==> src/rtl/bit_population_counter_pkg.sv <==
// Shared types and elaboration helpers for the pipelined bit population counter.
package bit_population_counter_pkg;

   typedef enum logic [1:0] {
      MODE_ONES  = 2'd0,
      MODE_ZEROS = 2'd1,
      MODE_ACC   = 2'd2,
      MODE_RSVD  = 2'd3
   } mode_t;

   // Sideband travelling alongside each beat through every pipeline stage.
   typedef struct packed {
      logic  val;
      mode_t mode;
      logic  last;
   } beat_ctrl_t;

   localparam int unsigned MAX_CHUNK  = 64;
   localparam int unsigned LEAF_CNT_W = 7;

   // Leaf chunks are zero-extended to MAX_CHUNK bits before counting.
   function automatic logic [LEAF_CNT_W-1:0] popcnt_leaf(input logic [MAX_CHUNK-1:0] bits);
      logic [LEAF_CNT_W-1:0] cnt;
      cnt = '0;
      for (int unsigned i = 0; i < MAX_CHUNK; i++) begin
         cnt = cnt + LEAF_CNT_W'(bits[i]);
      end
      return cnt;
   endfunction

   function automatic int unsigned tree_depth(input int unsigned n_leaf);
      return $clog2(n_leaf);
   endfunction

   function automatic int unsigned level_w(input int unsigned chunk, input int unsigned lvl);
      return $clog2(chunk + 1) + lvl;
   endfunction

endpackage

==> src/rtl/bit_population_counter_pipe_if.sv <==
// Stream bundle: input beats with mode/last plus the count result channel.
interface bit_population_counter_pipe_if
   import bit_population_counter_pkg::*;
#(
   parameter int unsigned WIDTH = 128,
   parameter int unsigned ACC_W = 32
) ();

   logic [WIDTH-1:0] data_i;
   mode_t            mode_i;
   logic             data_last_i;
   logic             data_val_i;
   logic             data_ready_o;
   logic [ACC_W-1:0] data_o;
   logic             sat_o;
   logic             data_val_o;
   logic             data_ready_i;

   modport slave (
      input  data_i, mode_i, data_last_i, data_val_i, data_ready_i,
      output data_ready_o, data_o, sat_o, data_val_o
   );

   modport master (
      output data_i, mode_i, data_last_i, data_val_i, data_ready_i,
      input  data_ready_o, data_o, sat_o, data_val_o
   );

endinterface

==> src/rtl/bit_population_counter_pipe_tree_level.sv <==
// One registered level of the adder tree: sums adjacent pairs, growing one bit.
module popcnt_tree_level
   import bit_population_counter_pkg::*;
#(
   parameter int unsigned N_IN = 2,
   parameter int unsigned W_IN = 4
) (
   input  logic                             clk_i,
   input  logic                             srst_i,
   input  logic                             en_i,
   input  beat_ctrl_t                       ctrl_i,
   input  logic [N_IN*W_IN-1:0]             data_i,
   output beat_ctrl_t                       ctrl_o,
   output logic [(N_IN/2)*(W_IN+1)-1:0]     data_o
);

   localparam int unsigned N_OUT = N_IN / 2;
   localparam int unsigned W_OUT = W_IN + 1;

   logic [N_OUT*W_OUT-1:0] sum_d, sum_q;
   beat_ctrl_t             ctrl_q;

   always_comb begin
      sum_d = '0;
      for (int unsigned i = 0; i < N_OUT; i++) begin
         sum_d[i*W_OUT +: W_OUT] = W_OUT'(data_i[(2*i)*W_IN +: W_IN])
                                 + W_OUT'(data_i[(2*i+1)*W_IN +: W_IN]);
      end
   end

   always_ff @(posedge clk_i) begin
      if (!srst_i) begin
         ctrl_q <= '0;
         sum_q  <= '0;
      end else if (en_i) begin
         ctrl_q <= ctrl_i;
         sum_q  <= sum_d;
      end
   end

   assign ctrl_o = ctrl_q;
   assign data_o = sum_q;

endmodule

==> src/rtl/bit_population_counter_pipe.sv <==
// Pipelined ones/zeros counter with a saturating per-packet accumulate mode
// and a single global stall driven by output backpressure.
module bit_population_counter_pipe
   import bit_population_counter_pkg::*;
#(
   parameter int unsigned WIDTH = 128,
   parameter int unsigned CHUNK = 8,
   parameter int unsigned ACC_W = 32
) (
   input  logic                           clk_i,
   input  logic                           srst_i,
   bit_population_counter_pipe_if.slave   bus
);

   localparam int unsigned N_LEAF = WIDTH / CHUNK;
   localparam int unsigned T      = tree_depth(N_LEAF);
   localparam int unsigned LEAF_W = level_w(CHUNK, 0);
   localparam int unsigned CNT_W  = level_w(CHUNK, T);

   logic en;

   assign en               = !(bus.data_val_o && !bus.data_ready_i);
   assign bus.data_ready_o = en && srst_i;

   // Stage 0: leaf popcounts of the word (inverted for zero counting).
   logic [WIDTH-1:0]         leaf_src;
   logic [N_LEAF*LEAF_W-1:0] leaf_d, leaf_q;
   beat_ctrl_t               ctrl0_d, ctrl0_q;

   always_comb begin
      leaf_src = (bus.mode_i == MODE_ZEROS) ? ~bus.data_i : bus.data_i;
      leaf_d   = '0;
      for (int unsigned i = 0; i < N_LEAF; i++) begin
         leaf_d[i*LEAF_W +: LEAF_W] =
            LEAF_W'(popcnt_leaf(MAX_CHUNK'(leaf_src[i*CHUNK +: CHUNK])));
      end
      ctrl0_d      = '0;
      ctrl0_d.val  = bus.data_val_i;
      ctrl0_d.mode = bus.mode_i;
      ctrl0_d.last = bus.data_last_i;
   end

   always_ff @(posedge clk_i) begin
      if (!srst_i) begin
         ctrl0_q <= '0;
         leaf_q  <= '0;
      end else if (en) begin
         ctrl0_q <= ctrl0_d;
         leaf_q  <= leaf_d;
      end
   end

   logic [CNT_W-1:0] tree_cnt;
   beat_ctrl_t       tree_ctrl;

   if (T == 0) begin : g_no_tree
      assign tree_cnt  = CNT_W'(leaf_q);
      assign tree_ctrl = ctrl0_q;
   end else begin : g_tree
      for (genvar l = 0; l < T; l++) begin : g_lvl
         localparam int unsigned NI = N_LEAF >> l;
         localparam int unsigned WI = level_w(CHUNK, l);

         logic [NI*WI-1:0]          lvl_in;
         logic [(NI/2)*(WI+1)-1:0]  lvl_out;
         beat_ctrl_t                ctrl_in, ctrl_out;

         if (l == 0) begin : g_src
            assign lvl_in  = leaf_q;
            assign ctrl_in = ctrl0_q;
         end else begin : g_src
            assign lvl_in  = g_lvl[l-1].lvl_out;
            assign ctrl_in = g_lvl[l-1].ctrl_out;
         end

         popcnt_tree_level #(
            .N_IN (NI),
            .W_IN (WI)
         ) u_level (
            .clk_i  (clk_i),
            .srst_i (srst_i),
            .en_i   (en),
            .ctrl_i (ctrl_in),
            .data_i (lvl_in),
            .ctrl_o (ctrl_out),
            .data_o (lvl_out)
         );
      end
      assign tree_cnt  = g_lvl[T-1].lvl_out;
      assign tree_ctrl = g_lvl[T-1].ctrl_out;
   end

   // Output stage: the accumulator clears in the same update that emits a
   // packet result, so a following packet can start with no gap.
   logic [ACC_W-1:0] acc_d, acc_q, data_d, data_q, sum_sat;
   logic [ACC_W:0]   sum;
   logic             ovf, sticky_d, sticky_q, sat_d, sat_q, val_d, val_q;

   always_comb begin
      sum      = {1'b0, acc_q} + (ACC_W+1)'(tree_cnt);
      ovf      = sum[ACC_W];
      sum_sat  = ovf ? '1 : sum[ACC_W-1:0];
      acc_d    = acc_q;
      sticky_d = sticky_q;
      data_d   = data_q;
      sat_d    = sat_q;
      val_d    = 1'b0;
      if (tree_ctrl.val) begin
         if (tree_ctrl.mode == MODE_ACC) begin
            if (tree_ctrl.last) begin
               data_d   = sum_sat;
               sat_d    = sticky_q | ovf;
               val_d    = 1'b1;
               acc_d    = '0;
               sticky_d = 1'b0;
            end else begin
               acc_d    = sum_sat;
               sticky_d = sticky_q | ovf;
            end
         end else begin
            data_d = ACC_W'(tree_cnt);
            sat_d  = 1'b0;
            val_d  = 1'b1;
         end
      end
   end

   always_ff @(posedge clk_i) begin
      if (!srst_i) begin
         acc_q    <= '0;
         sticky_q <= 1'b0;
         data_q   <= '0;
         sat_q    <= 1'b0;
         val_q    <= 1'b0;
      end else if (en) begin
         acc_q    <= acc_d;
         sticky_q <= sticky_d;
         data_q   <= data_d;
         sat_q    <= sat_d;
         val_q    <= val_d;
      end
   end

   assign bus.data_o     = data_q;
   assign bus.sat_o      = sat_q;
   assign bus.data_val_o = val_q;

endmodule
==> src/flat_wrapper.sv <==
// flat-port wrapper written by rule: the top's interface ports become plain ports
module bit_population_counter_pipe_flat import bit_population_counter_pkg::*;
#(
   parameter int unsigned WIDTH = 128,
   parameter int unsigned CHUNK = 8,
   parameter int unsigned ACC_W = 32
)
  (clk_i, srst_i, bus_data_i, bus_mode_i, bus_data_last_i, bus_data_val_i, bus_data_ready_i, bus_data_ready_o, bus_data_o, bus_sat_o, bus_data_val_o);
  bit_population_counter_pipe_if #(.WIDTH(WIDTH), .ACC_W(ACC_W)) bus_i ();
  input  logic clk_i;
  input  logic srst_i;
  input wire logic [$bits(bus_i.data_i)-1:0] bus_data_i;
  input wire logic [$bits(bus_i.mode_i)-1:0] bus_mode_i;
  input wire logic [$bits(bus_i.data_last_i)-1:0] bus_data_last_i;
  input wire logic [$bits(bus_i.data_val_i)-1:0] bus_data_val_i;
  input wire logic [$bits(bus_i.data_ready_i)-1:0] bus_data_ready_i;
  output wire logic [$bits(bus_i.data_ready_o)-1:0] bus_data_ready_o;
  output wire logic [$bits(bus_i.data_o)-1:0] bus_data_o;
  output wire logic [$bits(bus_i.sat_o)-1:0] bus_sat_o;
  output wire logic [$bits(bus_i.data_val_o)-1:0] bus_data_val_o;
  assign bus_i.data_i = bus_data_i;
  assign bus_i.mode_i = bus_mode_i;
  assign bus_i.data_last_i = bus_data_last_i;
  assign bus_i.data_val_i = bus_data_val_i;
  assign bus_i.data_ready_i = bus_data_ready_i;
  assign bus_data_ready_o = bus_i.data_ready_o;
  assign bus_data_o = bus_i.data_o;
  assign bus_sat_o = bus_i.sat_o;
  assign bus_data_val_o = bus_i.data_val_o;
  bit_population_counter_pipe #(.WIDTH(WIDTH), .CHUNK(CHUNK), .ACC_W(ACC_W)) u_core (.clk_i(clk_i), .srst_i(srst_i), .bus(bus_i));
endmodule
==> config.mk <==
export PLATFORM = sky130hd
export DESIGN_NAME = bit_population_counter_pipe_flat
export DESIGN_NICKNAME = d
export VERILOG_FILES = /design/src/rtl/bit_population_counter_pkg.sv /design/src/rtl/bit_population_counter_pipe_if.sv /design/src/rtl/bit_population_counter_pipe_tree_level.sv /design/src/rtl/bit_population_counter_pipe.sv /design/src/flat_wrapper.sv
export SDC_FILE = /design/constraint.sdc
export NUM_CORES = 1
export LEC_CHECK = 0
export BUFFER_PORTS_ARGS = -buffer_cell sky130_fd_sc_hd__clkbuf_2
export CAP_MARGIN = 20
export CORE_ASPECT_RATIO = 1.1
export CORE_UTILIZATION = 56
export DETAILED_ROUTE_END_ITERATION = 8
export GPL_ROUTABILITY_DRIVEN = 0
export PLACE_DENSITY = 0.76
export SYNTH_ARGS = -nofsm -noshare
export SYNTH_HDL_FRONTEND = slang
export SYNTH_HIERARCHICAL = 1
export SYNTH_SLANG_ARGS = --single-unit
==> constraint.sdc <==
create_clock -name clk_i -period 8.5 [get_ports clk_i]
set_input_delay 1.275 -clock clk_i [delete_from_list [all_inputs] [get_ports clk_i]]
set_output_delay 1.275 -clock clk_i [all_outputs]
set_load 0.005 [all_outputs]
* After elaboration in Yosys (flattened, before gate mapping) *
Cells that the tools add are included.

operators by class
  $add $sub $neg = 128
  multipliers = 0
  divide/modulo/power cells = 0
  order comparisons = 0
  eq/ne operators = 3
  shift operators = 0
  muxes and demuxes = 11
  bitwise operators = 3
  reductions and logical operators = 6

operators by type and width
  cell                  count
  $add A4 B1 Y4         96
  $mux W128             1
  $mux W32              4
  $not A128 Y128        1
  $add A4 B4 Y5         8
  $add A32 B8 Y33       1
  $add A1 B1 Y2         16
  $add A5 B5 Y6         4
  $add A6 B6 Y7         2
  $add A7 B7 Y8         1
  $mux W1               6
  $reduce_and A3 Y1     2
  $eq A2 B1 Y1 const B  1
  $eq A2 B2 Y1 const B  1
  $logic_and A1 B1 Y1   2
  $logic_not A1 Y1      2
  $ne A2 B2 Y1 const B  1
  $not A1 Y1            1
  $or A1 B1 Y1          1

word-level totals
  bits in registers = 237
  bits in latches = 0
  memory bits (writable) = 0
  memory bits (read-only) = 0
  input bits = 135
  output and inout bits = 35
  logic and storage cells = 176
  memories = 0

* Depth between registers and ports, before layout *
Gate-level depths: netlist (run 1).

  depth in word-level cells = 9
  depth in mapped cells = 16
  gate-level depth less buffers = 13

* Hierarchy *
The synthesis (run 1) kept the hierarchy.

modules (own cells, without submodules)
  module                                               instances  cells an instance  area each (µm²)  sequential area each (µm²)
  bit_population_counter_pipe                          1          1189               9982.1           2702.6
  popcnt_tree_level at u_core.g_tree.g_lvl[0].u_level  1          287                2742.6           880.8
  popcnt_tree_level at u_core.g_tree.g_lvl[1].u_level  1          197                1880.6           560.5
  popcnt_tree_level at u_core.g_tree.g_lvl[2].u_level  1          116                1077.3           360.3
  popcnt_tree_level at u_core.g_tree.g_lvl[3].u_level  1          73                 714.4            240.2

* Least setup slack after synthesis (run 1) *
OpenSTA, ideal clock, no wires.

  kind = input port to flip-flop
  start = in bus_mode_i[1]
  end = reg u_core.leaf_q[58], in the netlist u_core/g_tree.g_lvl[0].lvl_in[58]
  setup time = 0.071 ns
  arrival = 4.675 ns
  data required time = 8.429 ns
  path slack = 3.755 ns
  stages = 16
  buffers on the path = 3
  cell sequence = nand2b_1 -> clkbuf_1 -> buf_1 -> buf_2 -> xnor2_1 -> ha_1 -> fa_1 -> inv_1 -> fa_1 -> inv_1 -> ha_1 -> inv_1 -> fa_1 -> xnor2_1 -> nand2_1 -> a21oi_1

on the way
  longest elaborated chain between the ends = 9

ends and longest elaborated chain
  element                      RTL line                           RTL
  start, declared              flat_wrapper.sv:13                 input wire logic [$bits(bus_i.mode_i)-1:0] bus_mode_i;
  $eq A2 B1 Y1 (*)             bit_population_counter_pipe.sv:31  leaf_src = (bus.mode_i == MODE_ZEROS) ? ~bus.data_i : bus.data_i;
  $mux W128 (*)                bit_population_counter_pipe.sv:31
  $add A1 B1 Y2                bit_population_counter_pkg.sv:26   cnt = cnt + LEAF_CNT_W'(bits[i]);
  $add A4 B1 Y4 (5 in series)  bit_population_counter_pkg.sv:26
  $add A4 B1 Y4 (*)            bit_population_counter_pkg.sv:26
  end signal, assigned         bit_population_counter_pipe.sv:49  leaf_q <= leaf_d;
  end, declared                bit_population_counter_pipe.sv:27  logic [N_LEAF*LEAF_W-1:0] leaf_d, leaf_q;

Every way passes the cells marked *; elsewhere a longest branch is shown, timed or not.
A chain may end at the register's enable or synchronous reset.

* Worst setup path in the final report (run 1) *
  start = in bus_mode_i[1]
  end = reg u_core.leaf_q[10], in the netlist u_core/g_tree.g_lvl[0].lvl_in[10]

Same word-level chain as after synthesis.

==> results of run 1 <==
flip-flops by register name (all words and copies together), names as in the netlist:
| name | cells |
|---|---|
| u_core/acc_q | 32 |
| u_core/bus.sat_o | 1 |
| u_core/ctrl0_q | 4 |
| u_core/bus.data_o | 32 |
| u_core/sticky_q | 1 |
| u_core/g_tree.g_lvl.u_level/data_o | 86 |
| u_core/g_tree.g_lvl.u_level/ctrl_o | 16 |
| u_core/g_tree.g_lvl.lvl_in | 64 |
| u_core/bus.data_val_o | 1 |
synthesized netlist by cell type, drive strengths merged (5+ instances only):
cell | instances | area [sq um]
a211oi | 33 | 263
a21o | 21 | 158
a21oi | 143 | 719
a22o | 7 | 61.3
a22oi | 8 | 60.1
a31oi | 24 | 150
and2 | 5 | 31.3
and3 | 38 | 243
and4 | 5 | 43.8
buf | 62 | 423
clkbuf | 46 | 175
dfxtp | 237 | 4740
fa | 64 | 1280
ha | 143 | 1790
inv | 137 | 514
mux2i | 53 | 531
nand2 | 157 | 592
nand2b | 10 | 62.6
nand3 | 61 | 323
nand3b | 32 | 240
nand4 | 8 | 56.3
nor2 | 93 | 368
nor2b | 58 | 363
nor3 | 43 | 241
nor4 | 7 | 71.3
o2111ai | 11 | 96.3
o211a | 17 | 170
o211ai | 22 | 180
o21a | 6 | 45.0
o21ai | 73 | 365
o22ai | 5 | 37.5
o31ai | 7 | 62.6
or3 | 23 | 144
xnor2 | 100 | 876
xor2 | 58 | 508
metrics by stage:
step                setup slack (ns)  cell area [sq um]  instances
finish                          3.39              18100       2349
global route                    3.21              18100       2349
CTS                             3.42              18100       2349
detailed placement              2.88              17200       2303
global placement                3.09              17200       2303
floorplan                       3.75              16400       1862
logic make-up after synthesis:
family	count (synthesis)	synth area share (%)
xor+xnor	158	8.44
compound gates	409	16.2
buf+inv	246	6.81
mux	53	3.24
fa+ha+maj	207	18.7
simple gates	552	17.6
flops	237	28.9
per-layer routing:
layer  vias up  global-route usage [%]  wire length, microns
li1       6678                       -                     -
met1      6368                    26.6                 14700
met2       294                    46.6                 20000
met3        84                    2.49                  1220
met4         0                    8.95                  1200
met5         -                       0                     0
worst max-delay path: stages:
cell and delay (ns):
clkbuf_2 0.14, nand2b_4 0.83, buf_4 0.59, xnor2_1 0.16
ha_1 0.34, fa_1 0.54, inv_1 0.06, fa_1 0.47
inv_1 0.08, ha_1 0.17, inv_1 0.06, fa_1 0.39
xnor2_1 0.17, nand2_1 0.07, a21oi_1 0.18
final timing paths:
kind	from	end	slack, ns	depth (start not counted)
hold reg to reg	u_core/bus.sat_o	u_core/bus.sat_o	0.45	2
setup / recovery	bus_mode_i[1]	u_core/g_tree.g_lvl[0].lvl_in[10]	3.39	15
hold / removal	u_core/bus.sat_o	u_core/bus.sat_o	0.45	2
setup reg to reg	u_core/g_tree.g_lvl[3].u_level/data_o[0]	u_core/bus.data_o[8]	5.39	7
power by group through the flow:
stage	combinational (W)	sequential [W]	clock, W
finish	0.00159	0.00151	0.00116
global placement	0.00150	0.00152	0
global route	0.00181	0.00154	0.00123
detailed placement	0.00159	0.00153	0
floorplan	0.00121	0.00147	0
CTS	0.00160	0.00151	0.00118
cell type report:
type / count / share of cell area (%)
clock buffer: 40 / 4.27
clock inverter: 6 / 0.642
inverter: 138 / 2.91
multi-input combinational: 1379 / 58.3
sequential: 237 / 26.2
tap: 368 / 2.54
timing repair buffer: 181 / 5.18
==> summary.txt, run 1 <==
Total GRT Usage: 24.2%
CTS tree: done
Num CTS Buffers: 26
HPWL Detailed: 27.1 mm
Most common cell after layout, fill and taps aside: dfxtp_1
Grt total ovfl: 0
Worst Setup End Kind: flip-flop
Final core utilization: 63.1%
Status: finished clean
Die area: 0.0300 sq mm
Clk pwr share: 27.2%
Vias in the first global route: 12985
Hold Vio Cnt, Final: 0
Syn_nets: 2204
Layout cells sized above 1: 13.0%
Yosys reg bits: 237
Crit path kind: primary input to flip-flop
Max VDD drop: 0.000173 V
Slew Limit Headroom: 26.8%
Hold buffers post-CTS: 0
Final Setup Violations: 0
Final #Nets: 2305
CTS Sinks: 237
I/O Buffers: 169
CTS clk-pin slew, worst paths: 0.06 ns
Worst skew pair latency: 0.55 ns
PwrDens: 235 mW/mm^2
Final worst path period share: 60.1%
Synth warnings: 6
Total design power: 0.00425 W
Worst min path class: flip-flop to flip-flop
Startpoint Class: primary input
Leakage: 8.38 nW
Antenna violations before repair: 0
Max Root-Sink Buffers: 3
Largest net degree at the start of global routing: 95
Post-CTS Setup Bufs: 0
Ys async rst share: 0%
Avg WL per Cell: 15.8 microns
Antenna Nets Post-Route: 0
Max_cap viols: 0
Drt first pass iters: 5
Int Pwr: 0.00280 W
Detailed Route WL: 37.1 mm
Die Span Y: 181 microns
Sw frac: 34.2%
Worst Path Arrival: 5.56 ns
Die Wd: 165 microns
Diodes inserted: 0
Syn Inst Count: 1862
Seq pwr share: 35.5%
Worst-path maximum fanout: 75
I/O pin count: 170
Syn_area_per_cell: 8.81 sq um
DR iter-0 viols: 847
Global-route wire length before repair: 59.5 mm
Number of flops mapped to enable cells by yosys: 0
Number of vias per cell: 5.71
Library cells used by synthesis: 83
NetSw: 0.00145 W
Critical Path RT: 8.95 ns
Final Max Tran Viols: 0
Comb pwr share: 37.3%
Multi-input logic area: 0.0106 sq mm
Worst hold slack: 0.450 ns
Fmax: 196 MHz
Area grow syn2layout: 10.5%
Minimum clock period: 5.11 ns
Most frequent cells in the layout: 237 x dfxtp_1, 168 x clkbuf_2, 156 x nand2_1
Rows: 65
Cell area after synthesis: 0.0164 sq mm
RSZ-0062 raised after global routing: no
Setup TNS: 0 ns
Clock root buffer: clkbuf_16
Htree depth: 1
Worst-Margin Slew: 1.10 ns
FF+latch area: 0.00474 sq mm
Via count: 13424
Starting Density: 57.1%
Most used DFF post-synth: dfxtp_1
Post-synthesis sequential area ratio: 28.9%
Worst Skew: 0.0279 ns
Core region area: 0.0287 sq mm
Residual DRC: 0
Fillers: 2453
Post-CTS Resized: 0
Power figures use the tool's default switching activity.
==> run 2: changes to the inputs <==
- clock period: 8.5 -> 5.35 ns (I/O delays scaled with it)
==> run 2 against run 1 <==
Cell count up 0.30%. Total power rose by 61%. Utilization rose by 0.40 points. Clock power increased by 69%. Critical path depth did not move. Largest cell class unchanged. Largest power group unchanged.
==> summary.txt, run 2 (synthesis results as in run 1) <==
Int Pwr: 0.00453 W (was 0.00280 W)
Worst min path class: flip-flop to flip-flop (unchanged)
Reg-to-reg setup timing slack: 2.06 ns (was 5.39 ns)
Global-route wire length before repair: 61.1 mm (was 59.5 mm)
Die area: 0.0300 sq mm (unchanged)
Max VDD drop: 0.000315 V (was 0.000173 V)
Detailed Route WL: 37.3 mm (was 37.1 mm)
Post-CTS Setup Bufs: 0 (unchanged)
Clk pwr share: 28.6% (was 27.2%)
Worst-path maximum fanout: 38 (was 75)
Hold buffers post-CTS: 0 (unchanged)
RSZ-0062 raised after global routing: no (unchanged)
Worst skew pair latency: 0.55 ns (about the same)
Num CTS Buffers: 26 (unchanged)
Worst-Margin Slew: 1.06 ns (was 1.10 ns)
Htree depth: 1 (unchanged)
Largest net degree at the start of global routing: 115 (was 95)
Fmax: 255 MHz
CTS Sinks: 237 (unchanged)
Status: finished clean (unchanged)
Die Wd: 165 microns (unchanged)
Grt total ovfl: 0 (unchanged)
Worst hold path startpoint: u_core/bus.data_o[22] (was u_core/bus.sat_o)
Post-CTS Resized: 0 (unchanged)
Worst Setup End Kind: flip-flop (unchanged)
Vias in the first global route: 13134 (was 12985)
Reg2reg start: u_core/g_tree.g_lvl[3].u_level/data_o[0] (unchanged)
Residual DRC: 0 (unchanged)
Most common cell after layout, fill and taps aside: dfxtp_1 (unchanged)
Max_cap viols: 0 (unchanged)
R2r endpoint: u_core/bus.data_o[7] (was u_core/bus.data_o[8])
Minimum clock period: 3.92 ns
Sw frac: 34.0% (was 34.2%)
Final Max Tran Viols: 0 (unchanged)
Antenna Nets Post-Route: 0 (unchanged)
Layout cells sized above 1: 13.4% (was 13.0%)
Via count: 13477 (was 13424)
Hold Vio Cnt, Final: 0 (unchanged)
HPWL Detailed: 27.8 mm (was 27.1 mm)
Final worst path period share: 73.3%
Starting Density: 57.1% (unchanged)
Number of vias per cell: 5.72 (was 5.71)
CTS clk-pin slew, worst paths: 0.06 ns (about the same)
I/O Buffers: 169 (unchanged)
Avg WL per Cell: 15.8 microns (about the same)
Diodes inserted: 0 (unchanged)
Antenna violations before repair: 0 (unchanged)
Startpoint Class: primary input (unchanged)
Hold endpoint: u_core/bus.data_o[22] (was u_core/bus.sat_o)
Worst Skew: 0.0289 ns (was 0.0279 ns)
Setup Slack @ Placement: 0.906 ns (was 2.88 ns)
Slew Limit Headroom: 29.2% (was 26.8%)
PwrDens: 376 mW/mm^2 (was 235 mW/mm^2)
Leakage: 8.44 nW (was 8.38 nW)
Final #Nets: 2310 (was 2305)
Comb pwr share: 36.4% (was 37.3%)
Clock root buffer: clkbuf_16 (unchanged)
PnR worst setup slack: 1.43 ns (was 3.39 ns)
Max Root-Sink Buffers: 3 (unchanged)
Final Setup Violations: 0 (unchanged)
Total GRT Usage: 24.8% (was 24.2%)
Area grow syn2layout: 11.1% (was 10.5%)
Rows: 65 (unchanged)
Critical Path RT: 5.80 ns (was 8.95 ns)
CTS tree: done (unchanged)
Setup TNS: 0 ns (unchanged)
Fillers: 2428 (was 2453)
I/O pin count: 170 (unchanged)
Most frequent cells in the layout: 237 x dfxtp_1, 168 x clkbuf_2, 156 x nand2_1 (unchanged)
Drt first pass iters: 5 (unchanged)
Crit path kind: primary input to flip-flop (unchanged)
Seq pwr share: 35.0% (was 35.5%)
Worst Path Arrival: 4.37 ns (was 5.56 ns)
Cell depth of the worst flop-to-flop path: 8 (was 7)
Die Span Y: 181 microns (unchanged)
Core region area: 0.0287 sq mm (unchanged)
DR iter-0 viols: 872 (was 847)
Hold depth: 2 (unchanged)
NetSw: 0.00233 W (was 0.00145 W)
Max reg flops: 86 (unchanged)
-- run 2: cell count changes in the layout (fill, tap and decap cells not counted), sizes merged --
cell	previous run	this run
clkinvlp	0	2
clkbuf	208	204
inv	137	138
clkinv	4	5
bufinv	3	5
buf	13	18
-- run 2: worst max-delay path by stage --
stage	from	endpoint	slack [ns]	cells after the start
finish	bus_mode_i[1]	u_core/g_tree.g_lvl[0].lvl_in[22]	1.43	15
global route	bus_mode_i[1]	u_core/g_tree.g_lvl[0].lvl_in[18]	1.25	15
CTS	bus_mode_i[1]	u_core/g_tree.g_lvl[0].lvl_in[18]	1.44	15
detailed placement	bus_mode_i[1]	u_core/g_tree.g_lvl[0].lvl_in[22]	0.91	15
global placement	bus_mode_i[1]	u_core/g_tree.g_lvl[0].lvl_in[34]	1.07	15
floorplan	bus_mode_i[1]	u_core/g_tree.g_lvl[0].lvl_in[58]	1.08	16
-- run 2: power groups by stage --
stage                     combinational (W)  sequential (W)  clock (W)
after global placement              0.00238         0.00242          0
after global routing                0.00286         0.00244    0.00207
after detailed placement            0.00250         0.00243          0
after CTS                           0.00253         0.00240    0.00200
after floorplan                     0.00192         0.00233          0
final                               0.00250         0.00240    0.00196
-- run 2: area by class of cell --
class | count | area [sq um] | area share [%]
Inverter | 138 | 527 | 2.89
Tap cell | 368 | 460 | 2.53
Clock buffer | 36 | 748 | 4.11
Clock inverter | 12 | 205 | 1.13
Multi-Input combinational cell | 1379 | 10600 | 57.9
Sequential cell | 237 | 4740 | 26.0
Timing Repair Buffer | 186 | 988 | 5.42
-- run 2: metal layers --
metal,share of wire (%),up-vias,track usage [%],wire [microns]
met5,0,-,0,0
met4,4.1,0,10.4,1530
met3,3.6,93,2.33,1350
met2,53,325,46.1,19900
met1,39,6365,28.3,14600
li1,-,6694,-,-
-- run 2: worst max-delay path, stage by stage --
cell	delay (ns)
clkbuf_2	0.14
nand2b_4	0.47
buf_12	0.30
xnor2_1	0.17
ha_1	0.29
fa_1	0.54
inv_1	0.05
fa_1	0.46
inv_1	0.07
ha_1	0.17
inv_1	0.06
fa_1	0.38
xnor2_1	0.16
nand2_1	0.07
a21oi_1	0.18
-- run 2: stage by stage --
step | area, sq um | hold slack [ns] | std cells | power [W] | util [%]
final | 18200 | 0.446 | 2356 | 0.00685 | 63.5
after detailed placement | 17300 | 0.442 | 2308 | 0.00494 | 60.2
after CTS | 18200 | 0.451 | 2356 | 0.00693 | 63.5
after floorplan | 16400 | 0.429 | 1862 | 0.00425 | -
after global routing | 18200 | 0.476 | 2356 | 0.00738 | 63.5
after global placement | 17300 | 0.438 | 2308 | 0.00480 | 60.2
==> run 3: changes to the inputs <==
- ABC_AREA: unset -> 1
- clock period: 5.35 -> 4.05 ns (I/O delays scaled with it)
==> run 3 against run 2 <==
Sequential power is 30% higher. Synthesized cell count is 17% higher. Combinational power is 23% higher. Synthesized area is 1.4% lower. Sequential share of layout area is 0.39 points higher. Final area is 1.5% lower. Critical endpoint is now u_core/g_tree.g_lvl[0].lvl_in[18]. Via count is 2.3% higher. Wire length is 10% lower. Register-to-register slack worse by 0.85 ns. Global-route usage is 1.6 points lower. Cell count is 14% higher. Total power is 23% higher.
==> summary.txt, run 3 <==
Slew Limit Headroom: 49.7% (was 29.2%)
Setup Slack @ Placement: 0.287 ns (was 0.906 ns)
Placed Cells: 2643 (was 2308)
Area grow syn2layout: 11.1% (about the same)
Comb pwr share: 36.5% (was 36.4%)
RSZ-0062 raised after global routing: no (unchanged)
Largest net degree at the start of global routing: 104 (was 115)
Critical Path RT: 4.44 ns (was 5.80 ns)
Syn Inst Count: 2181 (was 1862)
Yosys reg bits: 237 (unchanged)
DR iter-0 viols: 817 (was 872)
Num CTS Buffers: 25 (was 26)
Final Setup Violations: 0 (unchanged)
Residual DRC: 0 (unchanged)
Most frequent cells in the layout: 392 x nand2_1, 281 x inv_1, 265 x nor2_1 (was 237 x dfxtp_1, 168 x clkbuf_2, 156 x nand2_1)
Die area: 0.0295 sq mm (was 0.0300 sq mm)
Detailed Route WL: 33.6 mm (was 37.3 mm)
Post-route insts no fill: 2686 (was 2356)
Status: finished clean (unchanged)
Minimum clock period: 3.24 ns
Final Max Tran Viols: 0 (unchanged)
Startpoint Class: primary input (unchanged)
Max VDD drop: 0.000304 V (was 0.000315 V)
Hold Vio Cnt, Final: 0 (unchanged)
CTS Sinks: 237 (unchanged)
Number of flops mapped to enable cells by yosys: 0 (unchanged)
Leakage: 8.91 nW (was 8.44 nW)
Met2 Wirelength: 15.8 mm (was 19.9 mm)
Syn_area_per_cell: 7.41 sq um (was 8.81 sq um)
Most common cell after layout, fill and taps aside: nand2_1 (was dfxtp_1)
Crit-path max cell delay: 0.53 ns (was 0.54 ns)
Worst min path class: primary input to flip-flop (was flip-flop to flip-flop)
I/O pin count: 170 (unchanged)
Worst-path cell chain: clkbuf_2, inv_1, nor2_4, buf_12, xor2_1, ha_1, fa_1, inv_1, fa_1, inv_1, ha_1, inv_1, fa_1, xor2_1, a21oi_1 (was clkbuf_2, nand2b_4, buf_12, xnor2_1, ha_1, fa_1, inv_1, fa_1, inv_1, ha_1, inv_1, fa_1, xnor2_1, nand2_1, a21oi_1)
Post-CTS Resized: 0 (unchanged)
Int Pwr: 0.00548 W (was 0.00453 W)
Cell area after synthesis: 0.0162 sq mm (was 0.0164 sq mm)
Clk pwr share: 26.4% (was 28.6%)
Synth warnings: 6 (unchanged)
Synth top area cells: dfxtp_1 29%, ha_1 11%, nand2_1 9.1% (was dfxtp_1 29%, ha_1 11%, fa_1 7.8%)
Antenna violations before repair: 1 (was 0)
Worst Skew: 0.0120 ns (was 0.0289 ns)
Max reg flops: 86 (unchanged)
Most used DFF post-synth: dfxtp_1 (unchanged)
Total design power: 0.00842 W (was 0.00685 W)
Final #Nets: 2649 (was 2310)
Worst Setup End Kind: flip-flop (unchanged)
Wl on met1: 15.6 mm (was 14.6 mm)
Antenna Nets Post-Route: 0 (unchanged)
Worst skew pair latency: 0.53 ns (was 0.55 ns)
Most common cell in the synthesized netlist: nand2_1 (was dfxtp_1)
CTS clk-pin slew, worst paths: 0.06 ns (about the same)
Uppermost routed layer: met4 (unchanged)
Area leader, netlist: dfxtp_1 (unchanged)
Rows: 64 (was 65)
Htree depth: 1 (unchanged)
Vias in the first global route: 13251 (was 13134)
Slowest CP cell: fa_1 (unchanged)
Worst-Margin Slew: 0.754 ns (was 1.06 ns)
Starting Density: 57.5% (was 57.1%)
Layout cells sized above 1: 12.4% (was 13.4%)
Final worst path period share: 80.0%
Most frequent CP cell: inv_1
Max_cap viols: 0 (unchanged)
Worst path bufs/invs: 6 (was 5)
Total GRT Usage: 23.2% (was 24.8%)
I/O Buffers: 169 (unchanged)
PwrDens: 469 mW/mm^2 (was 376 mW/mm^2)
Post-CTS Setup Bufs: 0 (unchanged)
Synth cell count leaders: 392 x nand2_1, 282 x inv_1, 267 x nor2_1, 237 x dfxtp_1, 154 x o21ai_0 (was 237 x dfxtp_1, 156 x nand2_1, 143 x ha_1, 142 x a21oi_1, 136 x inv_1)
Post-synth top area share: 29.4% (was 28.9%)
Worst-path maximum fanout: 43 (was 38)
Grt total ovfl: 0 (unchanged)
Number of vias per cell: 5.13 (was 5.72)
Sw frac: 35.0% (was 34.0%)
Post-synthesis sequential area ratio: 29.4% (was 28.9%)
Core region area: 0.0281 sq mm (was 0.0287 sq mm)
Global-route wire length before repair: 58.5 mm (was 61.1 mm)
Die Wd: 164 microns (was 165 microns)
HPWL Detailed: 25.3 mm (was 27.8 mm)
PnR worst setup slack: 0.812 ns (was 1.43 ns)
Crit path kind: primary input to flip-flop (unchanged)
Max Root-Sink Buffers: 3 (unchanged)
Setup TNS: 0 ns (unchanged)
NetSw: 0.00294 W (was 0.00233 W)
Syn_nets: 2523 (was 2204)
Met3 wire length: 1.61 mm (was 1.35 mm)
Worst Path Arrival: 3.63 ns (was 4.37 ns)
Library cells used by synthesis: 45 (was 83)
Via count: 13788 (was 13477)
Ys async rst share: 0% (unchanged)
Avg WL per Cell: 12.5 microns (was 15.8 microns)
Die Span Y: 180 microns (was 181 microns)
CTS tree: done (unchanged)
Family with the most delay on the worst path: adder cells (unchanged)
Seq pwr share: 37.1% (was 35.0%)
Hold buffers post-CTS: 0 (unchanged)
Drt first pass iters: 5 (unchanged)
Fmax: 309 MHz
Clock root buffer: clkbuf_16 (unchanged)
-- run 3: changes by cell type in the layout (fill, tap and decap cells not counted), moves of 26 or more --
cell,previous run,this run
xnor2_1,100,50
nor3_1,39,12
nor2_1,91,265
mux2i_1,53,0
nor2b_1,57,0
xor2_1,58,87
o21ai_0,69,154
inv_1,136,281
nand3b_1,32,6
nand2_1,156,392
nand3_1,59,123
and3_1,37,0
-- run 3: area by class of cell --
| cell class | instances | area, sq um |
|---|---|---|
| timing repair buffer | 185 | 1010 |
| clock inverter | 9 | 83.8 |
| fill | 2459 | 10100 |
| sequential | 237 | 4740 |
| inverter | 294 | 1110 |
| antenna | 1 | 2.50 |
| tap | 363 | 454 |
| multi-input combinational | 1564 | 9840 |
| clock buffer | 33 | 716 |
-- run 3: worst paths after layout --
| kind | slack, ns | end | depth (start not counted) | start |
|---|---|---|---|---|
| max reg2reg | 1.21 | u_core/bus.data_o[0] | 10 | u_core/g_tree.g_lvl[3].u_level/data_o[0] |
| max | 0.81 | u_core/g_tree.g_lvl[0].lvl_in[18] | 15 | bus_mode_i[0] |
| min | 0.35 | u_core/ctrl0_q[0] | 3 | bus_data_last_i |
| min reg2reg | 0.46 | u_core/bus.data_o[9] | 2 | u_core/bus.data_o[9] |
-- run 3: per-layer routing --
metal	vias up	GRT usage [%]
met3	39	2.78
met1	6208	30.1
met4	0	6.04
met2	330	40.4
met5	-	0
li1	7211	-
-- run 3: through the flow --
stage	hold slack (ns)	utilization, %	cell area [sq um]
6_report	0.349	63.9	18000
2_1_floorplan	0.447	-	16200
5_1_grt	0.363	63.9	18000
4_1_cts	0.329	63.9	18000
3_3_place_gp	0.452	61.0	17200
3_5_place_dp	0.456	61.0	17200
-- run 3: power by group through the flow --
stage	sequential [W]	combinational, W	clock [W]
floorplan	0.00306	0.00239	0
finish	0.00312	0.00308	0.00222
CTS	0.00312	0.00310	0.00227
global placement	0.00315	0.00288	0
global route	0.00318	0.00360	0.00237
detailed placement	0.00317	0.00305	0
-- run 3: cell families after synthesis --
group           share of synthesized area (%)
compound gates                           11.6
xor+xnor                                 7.43
simple gates                             22.8
flops                                    29.4
buf+inv                                  9.80
fa+ha+maj                                19.0
-- run 3: worst reg2reg max path: stages, from the launching register on --
cell and delay, ns:
dfxtp_1 0.32, ha_1 0.22, fa_1 0.41, nand2_1 0.13, a21oi_2 0.10, a21oi_1 0.36
nor2_2 0.09, nand2_2 0.53, nand2_1 0.15, o21ai_0 0.29, a21oi_1 0.10
